==> src/rtl/sweep_pkg.sv <==
// Shared types and constants for the gate-level sweep sequencers.
package sweep_pkg;

  localparam int SETTLE_W = 4;

  typedef enum logic [1:0] {
    ST_IDLE,
    ST_SETTLE,
    ST_SAMPLE,
    ST_DONE
  } state_t;

endpackage

==> src/rtl/settle_timer.sv <==
// Loadable down-counter used to hold a vector stable before sampling.
module settle_timer
  import sweep_pkg::*;
(
  input  logic                clk,
  input  logic                rst_n,
  input  logic                load_i,
  input  logic                en_i,
  input  logic [SETTLE_W-1:0] load_val_i,
  output logic                zero_o
);

  logic [SETTLE_W-1:0] count_q;
  logic [SETTLE_W-1:0] count_d;

  always_comb begin
    count_d = count_q;
    if (load_i) begin
      count_d = load_val_i;
    end else if (en_i && (count_q != '0)) begin
      count_d = count_q - 1'b1;
    end
  end

  always_ff @(posedge clk or negedge rst_n) begin
    if (!rst_n) begin
      count_q <= '0;
    end else begin
      count_q <= count_d;
    end
  end

  assign zero_o = (count_q == '0);

endmodule

==> config.mk <==
export PLATFORM = sky130hd
export DESIGN_NAME = settle_timer
export DESIGN_NICKNAME = d
export VERILOG_FILES = /design/src/rtl/sweep_pkg.sv /design/src/rtl/settle_timer.sv
export SDC_FILE = /design/constraint.sdc
export NUM_CORES = 1
export LEC_CHECK = 0
export ABC_AREA = 1
export CAP_MARGIN = 15
export CORE_AREA = 2 2 39 41
export CTS_BUF_LIST = sky130_fd_sc_hd__clkbuf_4 sky130_fd_sc_hd__clkbuf_8 sky130_fd_sc_hd__clkbuf_16
export DETAILED_ROUTE_END_ITERATION = 10
export DIE_AREA = 0 0 41 43
export GPL_ROUTABILITY_DRIVEN = 0
export HOLD_SLACK_MARGIN = 0.03
export SLEW_MARGIN = 20
export SYNTH_ARGS = -nofsm -noshare
export SYNTH_HDL_FRONTEND = slang
export SYNTH_SLANG_ARGS = --single-unit
==> constraint.sdc <==
create_clock -name clk -period 2.25 [get_ports clk]
set_input_delay 0.3375 -clock clk [delete_from_list [all_inputs] [get_ports clk]]
set_output_delay 0.3375 -clock clk [all_outputs]
set_load 0.005 [all_outputs]
==> run metrics <==
status completed; Max IR drop VDD 0.0002552 V; DR WL/cell 7.397 microns; Syn. warnings 0; fin. max-slew vios 0; Largest Register count_q; clk_skew approximately 0.36 ps; antenna fix cells 0; total track usage ~7.5%; Gate power share a little over a third; fraction of layout cells with a size suffix above 1 between 10% and 20%; syn_area_per_cell ~6.4 sq um; Distinct cells, synth 13; Routed Antenna Nets 0; Slew @ Worst Pin between 200 and 300 ps; fin crit share just over 80%; combinational family with the most area after synthesis simple AND/OR/NAND/NOR gates; global route overflow 0; core area about 1400 sq um; area leader, netlist dfrtp_1; Synth Area in XOR/XNOR 0%; final wirelength ~540 microns; setup TNS 0 ps; CTS Sinks 4; largest net degree at the start of global routing 9; H-tree level count 1; final layout net count 68; CP Launch Type flip-flop; Synth Register Bits 4; residual DRC count 0; top post-synthesis cells by area dfrtp_1 (34%), nand2_1 (27%), inv_1 (6.4%); Tmin final 1867 ps; Crit Path Max Fanout 3; Fill cells between 150 and 200; starting density of the core 21.34%; Worst-path clk slew approximately 40 ps; P_leak 0.2229 nW; max frequency about 0.54 GHz; die width 41 microns; simple-gate share of the synthesized area approximately 50%; Arrival @ worst endpoint ~1500 ps; io pins 9; Seq/Total Area, Yosys 33.90%; DIE HEIGHT ~43 microns; Final Hold Fails 0; area grow syn2layout 41.53%; vias in the first global route approximately 250; setup ws final 383.4 ps; Placement Setup Slack about 600 ps; hold crit path type in2async; CTS tree yes; CTS Root Cell clkbuf_4; vias about 290; Yosys top cell area share 33.90%; cts bufs inserted 3; Max-Cap Viols 0; DR pass1 iterations 4; PD cells between 600 and 700 nW/um^2; Port Buffers 8; sequential share of power 35.0%; hold_buf cts 0; post-synthesis compound-gate area fraction 3.390%; switching pwr between 0.09 and 0.1 mW; Post-Syn Area around 300 sq um; Cells after Synth between 40 and 50; cts repair resizes 0; multiplexer share of the synthesized area 0%; switching share of power between 30% and 40%; Post-CTS Setup Bufs 0; Crit Path Category reg2out; clk_lat worst skew approximately 230 ps; Internal Power about 0.19 mW; syn nets 55; largest registers count_q (4); Setup-failing EPs final 0; Required @ worst endpoint between 1500 and 2000 ps; initial antenna violation count 0; first-pass GRT wire length slightly below 900 microns; row count 14; unrepaired setup endpoints after global routing no; number of DRC markers in iteration 0 1; max reg flops 4; die area about 1800 sq um; Clock Tree Buf Depth 2; Synth Area in Adders between 4 and 5%; Crit. End Element output pin; max_slew headroom between 80% and 90%; DR vias/cell around 3.9; DP HPWL between 400 and 500 microns; Clk network pwr share between 20 and 30%
==> final timing paths <==
kind | from | endpoint | slack [ps] | depth (start not counted)
max | count_q[0] | zero_o | 380 | 5
min | rst_n | count_q[2] | 310 | 1
max reg2reg | count_q[0] | count_q[2] | 1090 | 7
min reg2reg | count_q[0] | count_q[0] | 530 | 2
max in group asynchronous | rst_n | count_q[1] | 1780 | 1
min in group clk | count_q[0] | count_q[0] | 530 | 2
==> synth_stat cells <==
library cell	number
nand2_1	21
inv_1	5
dfrtp_1	4
nand3_1	3
nand2_2	2
nand3b_1	2
nor2_1	2
o21ai_0	2
clkinv_1	1
ha_1	1
inv_2	1
nand2_4	1
nor2_2	1
==> cell usage in the layout (no fill, tap or decap), drive strengths merged <==
cell type      netlist  routed
nand3b               2       2
nor2                 3       3
ha                   1       1
inv                  6       6
clkinv               1       1
clkbuf               0       3
nand2               24      24
dfrtp                4       4
o21ai                2       2
nand3                3       3
clkdlybuf4s50        0       8
==> stage by stage <==
step / util (%) / instance area (sq um) / power [mW] / cells / hold WS (ps)
2_1_floorplan: - / 295.3 / 0.1673 / 46 / 41.91
3_3_place_gp: 28.57 / 395.4 / 0.2037 / 70 / 517.2
3_5_place_dp: 28.57 / 395.4 / 0.2040 / 70 / 523.5
4_1_cts: 30.20 / 417.9 / 0.2961 / 73 / 301.8
5_1_grt: 30.20 / 417.9 / 0.3131 / 73 / 318.3
6_report: 30.20 / 417.9 / 0.2862 / 73 / 306.9
==> cell families (layout without fill, tap and decap cells) <==
group | after synthesis | in the layout
AND/OR/NAND/NOR | 32 | 32
buffers and inverters | 7 | 18
flip-flops | 4 | 4
AO/OA/AOI/OAI | 2 | 2
adder cells (fa/ha/maj) | 1 | 1
==> layout make-up <==
cell class	count	area, sq um	area share [%]
well taps	16	20.02	4.790
clock buffers	3	22.52	5.389
repair buffers	8	80.08	19.16
multi-input cells	35	168.9	40.42
flip-flops and latches	4	100.1	23.95
inverters	7	26.28	6.287
==> power by group through the flow <==
stage | Clock (mW) | Combinational [mW] | Sequential [mW]
5_1_grt | 0.0912 | 0.119 | 0.103
6_report | 0.0853 | 0.101 | 0.100
4_1_cts | 0.0926 | 0.103 | 0.100
2_1_floorplan | 0 | 0.0693 | 0.0980
3_3_place_gp | 0 | 0.103 | 0.101
3_5_place_dp | 0 | 0.103 | 0.101
==> critical path: stages, from the launching register on <==
cell             delay [ps]
dfrtp_1                 380
inv_1                    90
ha_1                    200
nand2_2                  90
inv_1                    50
clkdlybuf4s50_1         480
==> per-layer routing <==
metal | GRT usage (%) | vias to the layer above | wire length [microns]
met5 | 0 | - | 0
met4 | 6.000 | 0 | 0
met3 | 1.571 | 0 | 20
met2 | 11.25 | 4 | 280
met1 | 8.497 | 120 | 239
li1 | - | 162 | -
(Power assumes the default switching activity.)
